`src/rtl/vga_pkg.sv`:
```
// Shared VGA timing defaults, phase encoding and coordinate type for the
// timing generator and the sprite/background mappers.
package vga_pkg;

  localparam int unsigned H_ACTIVE = 640;
  localparam int unsigned H_FP     = 16;
  localparam int unsigned H_SYNC   = 96;
  localparam int unsigned H_BP     = 48;
  localparam int unsigned V_ACTIVE = 480;
  localparam int unsigned V_FP     = 10;
  localparam int unsigned V_SYNC   = 2;
  localparam int unsigned V_BP     = 33;
  localparam int unsigned H_TOTAL  = H_ACTIVE + H_FP + H_SYNC + H_BP;
  localparam int unsigned V_TOTAL  = V_ACTIVE + V_FP + V_SYNC + V_BP;
  localparam int unsigned COORD_W  = 10;

  typedef logic [COORD_W-1:0] vga_coord_t;

  typedef enum logic [1:0] {
    PH_ACTIVE,
    PH_FRONT,
    PH_SYNC,
    PH_BACK
  } vga_phase_t;

  // Phase a counter value belongs to, given the widths of the first three phases.
  function automatic vga_phase_t phase_of(input vga_coord_t cnt, input int unsigned active,
                                          input int unsigned fp, input int unsigned sync);
    if (32'(cnt) < active) return PH_ACTIVE;
    if (32'(cnt) < active + fp) return PH_FRONT;
    if (32'(cnt) < active + fp + sync) return PH_SYNC;
    return PH_BACK;
  endfunction

endpackage

```
`src/rtl/sync_delay.sv`:
```
// Fixed-depth shift register that resets to all-ones, used to align the
// active-low sync outputs with the mappers' registered colour path.
module sync_delay #(
  parameter int unsigned WIDTH = 2,
  parameter int unsigned DEPTH = 2
) (
  input  logic             vga_clk,
  input  logic             reset_n,
  input  logic [WIDTH-1:0] din,
  output logic [WIDTH-1:0] dout
);

  if (DEPTH == 0) begin : g_bypass
    logic unused_clk_rst;
    assign unused_clk_rst = vga_clk ^ reset_n;
    assign dout = din;
  end else if (DEPTH == 1) begin : g_one
    logic [WIDTH-1:0] q;
    always_ff @(posedge vga_clk or negedge reset_n) begin
      if (!reset_n) q <= '1;
      else          q <= din;
    end
    assign dout = q;
  end else begin : g_shift
    // Oldest sample sits in the top WIDTH bits.
    logic [DEPTH*WIDTH-1:0] pipe;
    always_ff @(posedge vga_clk or negedge reset_n) begin
      if (!reset_n) pipe <= '1;
      else          pipe <= {pipe[(DEPTH-1)*WIDTH-1:0], din};
    end
    assign dout = pipe[DEPTH*WIDTH-1 -: WIDTH];
  end

endmodule

```
`src/rtl/vga_timing_gen.sv`:
```
// 640x480@60 pixel timing: free-running h/v counters, phase FSMs, registered
// blank/frame_start/line_end and SYNC_DLY-delayed active-low hs/vs.
module vga_timing_gen #(
  parameter int unsigned H_ACTIVE = vga_pkg::H_ACTIVE,
  parameter int unsigned H_FP     = vga_pkg::H_FP,
  parameter int unsigned H_SYNC   = vga_pkg::H_SYNC,
  parameter int unsigned H_BP     = vga_pkg::H_BP,
  parameter int unsigned V_ACTIVE = vga_pkg::V_ACTIVE,
  parameter int unsigned V_FP     = vga_pkg::V_FP,
  parameter int unsigned V_SYNC   = vga_pkg::V_SYNC,
  parameter int unsigned V_BP     = vga_pkg::V_BP,
  parameter int unsigned SYNC_DLY = 2
) (
  input  logic       vga_clk,
  input  logic       reset_n,
  output logic [9:0] DrawX,
  output logic [9:0] DrawY,
  output logic       blank,
  output logic       hs,
  output logic       vs,
  output logic       frame_start,
  output logic       line_end
);
  import vga_pkg::*;

  localparam int unsigned H_TOTAL      = H_ACTIVE + H_FP + H_SYNC + H_BP;
  localparam int unsigned V_TOTAL      = V_ACTIVE + V_FP + V_SYNC + V_BP;
  localparam int unsigned H_SYNC_START = H_ACTIVE + H_FP;
  localparam int unsigned H_BACK_START = H_SYNC_START + H_SYNC;
  localparam int unsigned V_SYNC_START = V_ACTIVE + V_FP;
  localparam int unsigned V_BACK_START = V_SYNC_START + V_SYNC;

  vga_coord_t hcnt, vcnt, hcnt_d, vcnt_d;
  vga_phase_t h_phase, v_phase, h_phase_d, v_phase_d;
  logic       armed;
  logic       h_wrap, v_adv;
  logic       blank_d, frame_start_d, line_end_d;
  logic [1:0] sync_raw, sync_raw_d, sync_out;

  // Next-state counters and phases; registered flags are decoded from the
  // next-state counters so they line up with the DrawX/DrawY they describe.
  always_comb begin
    hcnt_d        = hcnt + vga_coord_t'(1);
    vcnt_d        = vcnt;
    h_phase_d     = h_phase;
    v_phase_d     = v_phase;
    h_wrap        = (hcnt == vga_coord_t'(H_TOTAL - 1));
    v_adv         = h_wrap || !armed;
    blank_d       = 1'b0;
    frame_start_d = 1'b0;
    line_end_d    = 1'b0;
    sync_raw_d    = 2'b11;

    if (h_wrap) begin
      hcnt_d = '0;
      vcnt_d = (vcnt == vga_coord_t'(V_TOTAL - 1)) ? '0 : vcnt + vga_coord_t'(1);
    end

    case (h_phase)
      PH_ACTIVE: if (32'(hcnt_d) >= H_ACTIVE)     h_phase_d = PH_FRONT;
      PH_FRONT:  if (32'(hcnt_d) >= H_SYNC_START) h_phase_d = PH_SYNC;
      PH_SYNC:   if (32'(hcnt_d) >= H_BACK_START) h_phase_d = PH_BACK;
      PH_BACK:   if (32'(hcnt_d) <  H_ACTIVE)     h_phase_d = PH_ACTIVE;
    endcase

    // The first cycle out of reset also advances, leaving the reset BACK state.
    if (v_adv) begin
      case (v_phase)
        PH_ACTIVE: if (32'(vcnt_d) >= V_ACTIVE)     v_phase_d = PH_FRONT;
        PH_FRONT:  if (32'(vcnt_d) >= V_SYNC_START) v_phase_d = PH_SYNC;
        PH_SYNC:   if (32'(vcnt_d) >= V_BACK_START) v_phase_d = PH_BACK;
        PH_BACK:   if (32'(vcnt_d) <  V_ACTIVE)     v_phase_d = PH_ACTIVE;
      endcase
    end

    blank_d       = (32'(hcnt_d) < H_ACTIVE) && (32'(vcnt_d) < V_ACTIVE);
    frame_start_d = (hcnt_d == '0) && (vcnt_d == '0);
    line_end_d    = (hcnt_d == vga_coord_t'(H_TOTAL - 1));
    sync_raw_d    = {h_phase_d != PH_SYNC, v_phase_d != PH_SYNC};
  end

  always_ff @(posedge vga_clk or negedge reset_n) begin
    if (!reset_n) begin
      hcnt        <= '0;
      vcnt        <= '0;
      h_phase     <= PH_BACK;
      v_phase     <= PH_BACK;
      armed       <= 1'b0;
      blank       <= 1'b0;
      frame_start <= 1'b0;
      line_end    <= 1'b0;
      sync_raw    <= 2'b11;
    end else begin
      hcnt        <= hcnt_d;
      vcnt        <= vcnt_d;
      h_phase     <= h_phase_d;
      v_phase     <= v_phase_d;
      armed       <= 1'b1;
      blank       <= blank_d;
      frame_start <= frame_start_d;
      line_end    <= line_end_d;
      sync_raw    <= sync_raw_d;
    end
  end

  assign DrawX = hcnt;
  assign DrawY = vcnt;

  sync_delay #(
    .WIDTH(2),
    .DEPTH(SYNC_DLY)
  ) u_sync_delay (
    .vga_clk(vga_clk),
    .reset_n(reset_n),
    .din    (sync_raw),
    .dout   (sync_out)
  );

  assign hs = sync_out[1];
  assign vs = sync_out[0];

  // Phase registers must always match the counter ranges once running.
  phase_matches_count: assert property (@(posedge vga_clk) disable iff (!reset_n)
    armed |-> (h_phase == phase_of(hcnt, H_ACTIVE, H_FP, H_SYNC)) &&
              (v_phase == phase_of(vcnt, V_ACTIVE, V_FP, V_SYNC)));

endmodule
```
`config.mk`:
```
export PLATFORM = sky130hd
export DESIGN_NAME = vga_timing_gen
export DESIGN_NICKNAME = d
export VERILOG_FILES = /design/src/rtl/vga_pkg.sv /design/src/rtl/sync_delay.sv /design/src/rtl/vga_timing_gen.sv
export SDC_FILE = /design/constraint.sdc
export NUM_CORES = 1
export LEC_CHECK = 0
export ABC_AREA = 0
export BUFFER_PORTS_ARGS = -buffer_cell sky130_fd_sc_hd__buf_4
export CORE_MARGIN = 5
export CORE_UTILIZATION = 40
export DETAILED_ROUTE_END_ITERATION = 10
export GPL_ROUTABILITY_DRIVEN = 0
export PLACE_DENSITY_LB_ADDON = 0.3
export SYNTH_ARGS = -nofsm -noshare
export SYNTH_HDL_FRONTEND = slang
export SYNTH_SLANG_ARGS = --single-unit
```
`constraint.sdc`:
```
create_clock -name vga_clk -period 3.7 [get_ports vga_clk]
set_clock_uncertainty 0.1 [all_clocks]
set_input_delay 0 -clock vga_clk [delete_from_list [all_inputs] [get_ports vga_clk]]
set_output_delay 0 -clock vga_clk [all_outputs]
set_load 0.02 [all_outputs]
```
==> results of run 1 <==
[logic make-up after synthesis]
| logic type | synth area share (%) |
|---|---|
| DFF | 47.62 |
| and+or+nand+nor | 25.81 |
| other | 0.2068 |
| buffers and inverters | 3.726 |
| AOI/OAI and AO/OA | 13.60 |
| xor gates and xnor gates | 4.348 |
| muxes | 1.242 |
| adders and majority gates | 3.451 |
[metrics by stage]
stage / setup WS (ns) / std cells / total power (W) / util, % / hold WS, ns
floorplan: 0.6246 / 185 / 0.0003805 / - / -0.3956
global placement: 0.5923 / 263 / 0.0003890 / 47.20 / -0.1309
detailed placement: 0.5273 / 263 / 0.0003891 / 47.20 / -0.1225
CTS: 0.5165 / 272 / 0.0006791 / 49.60 / 0.1027
global route: 0.3297 / 272 / 0.0006962 / 49.60 / 0.1493
finish: 0.5260 / 272 / 0.0006679 / 49.60 / 0.09883
[worst max-delay path, delay by kind of cell (launching register included)]
family	cells	cell delay, ns
flip-flops	1	0.44
AO/OA/AOI/OAI	2	0.39
AND/OR/NAND/NOR	5	1.89
adder cells (fa/ha/maj)	1	0.28
[registers in the layout (all words and copies together), names as in the netlist]
| register | flops |
|---|---|
| DrawY | 10 |
| armed | 1 |
| DrawX | 10 |
| u_sync_delay.g_shift.pipe | 4 |
| blank | 1 |
| line_end | 1 |
| sync_raw | 2 |
| frame_start | 1 |
| h_phase | 2 |
| v_phase | 2 |
[metal layers]
metal	track usage [%]	vias to the layer above	routed length [um]
met4	5.498	0	71
met3	4.215	6	270
met5	0	-	0
met1	18.08	724	1776
met2	22.31	48	1856
li1	-	740	-
[worst paths after layout]
check	end	slack, ns	cells after the start
max reg2reg	sync_raw[0]	0.53	8
min reg2reg	u_sync_delay.g_shift.pipe[3]	0.26	0
min in group vga_clk	u_sync_delay.g_shift.pipe[3]	0.26	0
max in group asynchronous	h_phase[1]	3.07	2
max	sync_raw[0]	0.53	8
min	DrawX[8]	0.1	2
[cell usage after synthesis (all sizes together) (2+ instances only)]
master,count,share of area [%]
a21oi,5,1.4
dfrtp,24,33
nor2b,4,1.4
and4,3,1.6
nand3,8,2.2
nand2,19,3.9
nor4,5,1.7
xnor2,5,2.4
or3,4,1.4
and3,2,0.69
a31oi,3,1.0
nor3,13,3.9
inv,15,3.1
or2,2,0.69
or3b,2,0.97
a211oi,2,0.83
nor2,10,2.1
ha,5,3.5
mux2,2,1.2
nand4,4,2.2
or4,2,1.0
o21a,3,1.2
xor2,4,1.9
dfstp,10,14
o21ai,10,2.8
[layout by cell type, fill, tap and decap left out, types with 2 or more instances in the layout]
master / synthesis / final
nor3_1: 12 / 12
xor2_1: 4 / 4
inv_1: 15 / 15
nor2b_1: 4 / 4
or3_1: 4 / 4
nand4_1: 3 / 3
a31oi_1: 3 / 3
o21ai_0: 10 / 10
nand2_1: 19 / 19
xnor2_1: 5 / 5
and3_1: 2 / 2
a211oi_1: 2 / 2
clkbuf_8: 0 / 6
dfstp_2: 10 / 10
a21oi_1: 5 / 5
dfrtp_1: 24 / 24
and4_1: 2 / 2
buf_4: 0 / 27
nor4_1: 5 / 5
nor2_1: 10 / 10
nand3_1: 8 / 8
ha_1: 5 / 5
o21a_1: 3 / 3
mux2_2: 2 / 2
[area by class of cell]
class | count | share of cell area [%]
multi-input cells | 135 | 40.56
flip-flops and latches | 34 | 39.70
repair buffers | 28 | 9.781
clock buffers | 6 | 3.797
well taps | 52 | 2.992
inverters | 15 | 2.589
clock inverters | 2 | 0.5754
[repair_timing]
action	4_1_cts	5_1_grt
endpoints found under the setup margin	0	0
gates resized for setup	0	0
endpoints found under the hold margin	34	0
hold buffers	1	0
buffers inserted	0	0
[where the power goes]
part | total, W | switching [W] | internal [W]
Combinational | 0.00000965 | 0.00000794 | 0.00000171
Sequential | 0.000373 | 0.000000149 | 0.000373
Clock | 0.000285 | 0.000136 | 0.000149
Total | 0.000668 | 0.000144 | 0.000524
==> metrics.yaml, run 1 <==
sta:
  fmax_mhz: 315.1
  fin_setup_tns_ns: 0
  worstMarginPinSlew_ns: 0.5020
  period_share_pct: 85.78
  finalSetupViolCount: 0
  slew_headroom_pct: 66.22
  finalMaxSlewViolations: 0
  hold_viol_final: 0
  rsz0062_at_grt: "false"
  fin_crit_ns: 3.174
synth:
  yosys_most_used_dff: "dfrtp_1"
  synth_edf_count: 0
  synth-seq-cells: 34
  synthesis.nets: 192
  ys_warn_count: 0
  syn_avg_cell_area_um2: 9.800
  yosysSeqAreaShare_pct: 47.62
  synthDistinctLibCells: 50
  synthCells: 185
  syn_area_um2: 1813
  synthArstFlopShare_pct: 100.0
die:
  fp.dieH_um: 77.33
  placeableCoreArea_um2: 4384
  start_util_pct: 41.35
  io_pins: 27
  die_area_um2: 5979
  rows: 24
  die_w_um: 77.33
layout:
  nets: 226
  final_area_um2: 2175
  fill_cells: 421
  n_antenna_cell: 0
  area_growth_pct: 19.95
  register_area_um2: 863.3
  multi_input_area_um2: 882.1
  drive_gt1_share_pct: 25.45
global_route:
  antenna_found_initial: 0
  grt_use_total_pct: 14.10
  grt-ovfl-total: 0
  grt_pass1_wl_mm: 6.748
  grt_max_degree: 35
  grt_pass1_vias: 1408
detailed_routing:
  via_per_inst: 5.581
  wl_per_cell_um: 14.61
  vias: 1518
  first_pass_iters: 4
  first_iter_violations: 143
  drt-total-wl_mm: 3.975
  post-route-drc-count: 0
  ant_nets: 0
worst_setup_path:
  endpoint_kind: "flip-flop"
  path_max_fanout: 10
  crit_chain: "ha_1 -> nand4_4 -> or3_1 -> or4_4 -> a32oi_1 -> o2111ai_1 -> and4_4 -> or3b_1"
  path_class: "reg -> reg"
  required_ns: 3.81
  worst_path_max_delay_cell: "or4_4"
  cp.arrival_ns: 3.28
  worstSetupStartpoint: "DrawX[0]"
  regToRegStartpoint: "DrawX[0]"
  cpPeakStageDelay_ns: 0.57
  start_kind: "flip-flop"
hold_path:
  hold_path_class: "in -> async"
job:
  cap_violations: 0
placed_design:
  placedInstanceArea_um2: 2069
  port_buffers: 26
  dp_hpwl_mm: 2.918
pwr:
  vdd_drop_max_uv: 146.6
  power.density_nw_per_um2: 307.1
  power.leakage_nw: 0.9941
clocking:
  cts.sinks: 34
  cts_buffer_depth: 2
  cts_tree: "yes"
  cts_buffers: 5
  htree_levels: 2
  path_clk_slew_ns: 0.07
  ctsRootBufferMaster: "clkbuf_8"
  clk_latency_ns: 0.29
outcome:
  status: "finished, final reports clean"
No activity file was read; power rests on OpenSTA's default activity.
==> run 2, diff against run 1 <==
Clock period 3.7 ns to 3.4 ns, I/O delays scaled along.
==> metrics.yaml, run 2 (synthesis gave the netlist of run 1 again) <==
outcome:
  status: "finished, final reports clean"
detailed_routing:
  post-route-drc-count: 0  # unchanged
  via_per_inst: 5.509  # -1.3%
  ant_nets: 0  # unchanged
  first_iter_violations: 135  # -5.6%
  vias: 1504  # -0.92%
  wl_per_cell_um: 15.49  # +6.0%
  drt-total-wl_mm: 4.228  # +6.4%
  first_pass_iters: 4  # unchanged
global_route:
  grt_use_total_pct: 14.50  # +0.40 points
  grt_max_degree: 35  # unchanged
  grt-ovfl-total: 0  # unchanged
  grt_pass1_wl_mm: 6.900  # +2.3%
  antenna_found_initial: 0  # unchanged
  grt_pass1_vias: 1408  # unchanged
pwr:
  vdd_drop_max_uv: 141.8  # -3.3%
  p_switching_w: 0.0001661  # +15%
  clkPwrFrac_pct: 47.3  # +4.6 points
  power.density_nw_per_um2: 359.4  # +17%
  finalPower_w: 0.0007891  # +18%
  seqPwrFrac_pct: 51.4  # -4.4 points
  combPwrFrac_pct: 1.3  # about the same
  power.leakage_nw: 1.009  # +1.5%
  swShare_pct: 21.04  # -0.52 points
  internal-power_w: 0.0006230  # +19%
worst_setup_path:
  start_kind: "flip-flop"
  crit_chain: "ha_1 -> nand4_4 -> or3_1 -> or4_4 -> a32oi_1 -> o2111ai_1 -> and4_4 -> or3b_1"
  rrSetupSlack_ns: 0.20  # -0.33 ns
  required_ns: 3.51  # -0.30 ns
  cp.arrival_ns: 3.31  # +0.03 ns
  reg2reg_to: "sync_raw[0]"
  cpPeakStageDelay_ns: 0.56  # about the same
  reg2reg_depth: 8  # unchanged
  endpoint_kind: "flip-flop"
  path_max_fanout: 8  # -2
  path_class: "reg -> reg"
  regToRegStartpoint: "DrawX[0]"
  worst_path_max_delay_cell: "or4_4"
die:
  start_util_pct: 41.35  # unchanged
  die_w_um: 77.33  # unchanged
  io_pins: 27  # unchanged
  placeableCoreArea_um2: 4384  # unchanged
  fp.dieH_um: 77.33  # unchanged
  die_area_um2: 5979  # unchanged
  rows: 24  # unchanged
sta:
  hold_viol_final: 0  # unchanged
  period_share_pct: 94.17  # +8.4 points
  fin_setup_tns_ns: 0  # unchanged
  finalSetupViolCount: 0  # unchanged
  fmax_mhz: 312.3  # -0.87%
  fin_ws_ns: 0.1981  # -0.3280 ns
  finalMaxSlewViolations: 0  # unchanged
  worstMarginPinSlew_ns: 0.5563  # +0.05425 ns
  fin_crit_ns: 3.202  # +0.02797 ns
  rsz0062_at_grt: "false"
  slew_headroom_pct: 62.57  # -3.7 points
clocking:
  cts_buffer_depth: 2  # unchanged
  ctsRootBufferMaster: "clkbuf_8"
  ctsHoldBuffers: 1  # unchanged
  cts.sinks: 34  # unchanged
  cts_setup_buffers: 0  # unchanged
  clk_latency_ns: 0.29  # about the same
  htree_levels: 2  # unchanged
  postCtsResizedCells: 0  # unchanged
  path_clk_slew_ns: 0.07  # about the same
  cts_tree: "yes"
  cts_buffers: 5  # unchanged
job:
  cap_violations: 0  # unchanged
placed_design:
  dp.cells: 264  # +0.38%
  place_ws_ns: 0.2833  # -0.2440 ns
  port_buffers: 26  # unchanged
  dp_hpwl_mm: 3.027  # +3.7%
layout:
  final_common_cell: "buf_4"
  n_antenna_cell: 0  # unchanged
  nets: 227  # +0.44%
  final_cell_mix: "buf_4 (28), dfrtp_1 (24), nand2_1 (19)"
  area_growth_pct: 21.12
  fin_cells: 273  # +0.37%
  drive_gt1_share_pct: 25.79  # +0.34 points
  fill_cells: 414  # -1.7%
hold_path:
  hold_path_class: "in -> async"
[run 2: cell types whose count changed in the layout (fill, tap and decap cells not counted)]
cell	delta
clkinv_2	+1
buf_4	+1
clkinvlp_4	-1
bufinv_16	+1
clkbuf_8	-1
[run 2: critical path: cells and delay by family (launching register included)]
kind	cells	cell delay (ns)
adder cells (fa/ha/maj)	1	0.28
flip-flops	1	0.45
AO/OA/AOI/OAI	2	0.44
AND/OR/NAND/NOR	5	1.85
[run 2: final cells by class]
cell class	instances	area [um2]	area share [%]
clock buffers	5	68.82	3.134
clock inverters	3	40.04	1.823
inverters	15	56.30	2.564
multi-input cells	135	882.1	40.17
flip-flops and latches	34	863.3	39.32
well taps	52	65.06	2.963
repair buffers	29	220.2	10.03
[run 2: per-layer routing]
layer	up-vias	GRT usage [%]	routed length, um
met5	-	0	0
met4	0	8.247	97
met3	9	3.396	222
met2	40	21.72	1961
met1	714	19.11	1946
li1	741	-	-
[run 2: worst max path at each step]
stage / start / to / slack [ns]
finish: DrawX[0] / sync_raw[0] / 0.20
global route: DrawX[0] / sync_raw[0] / 0.05
CTS: DrawX[0] / sync_raw[0] / 0.20
detailed placement: DrawX[0] / sync_raw[0] / 0.28
global placement: DrawX[0] / sync_raw[0] / 0.35
floorplan: DrawX[0] / sync_raw[0] / 0.32
[run 2: stage by stage]
| step | hold slack (ns) | utilization (%) | instance area [um2] |
|---|---|---|---|
| global placement | -0.1300 | 47.37 | 2077 |
| detailed placement | -0.1268 | 47.37 | 2077 |
| global route | 0.1550 | 50.09 | 2196 |
| floorplan | -0.3956 | - | 1813 |
| CTS | 0.1010 | 50.09 | 2196 |
| finish | 0.09229 | 50.09 | 2196 |
[run 2: power groups by stage]
stage / Sequential [W] / Combinational [W] / Clock (W)
finish: 0.000406 / 0.0000106 / 0.000373
global route: 0.000405 / 0.0000128 / 0.000394
CTS: 0.000406 / 0.0000112 / 0.000379
detailed placement: 0.000413 / 0.0000103 / 0
global placement: 0.000413 / 0.0000103 / 0
floorplan: 0.000413 / 0.00000110 / 0
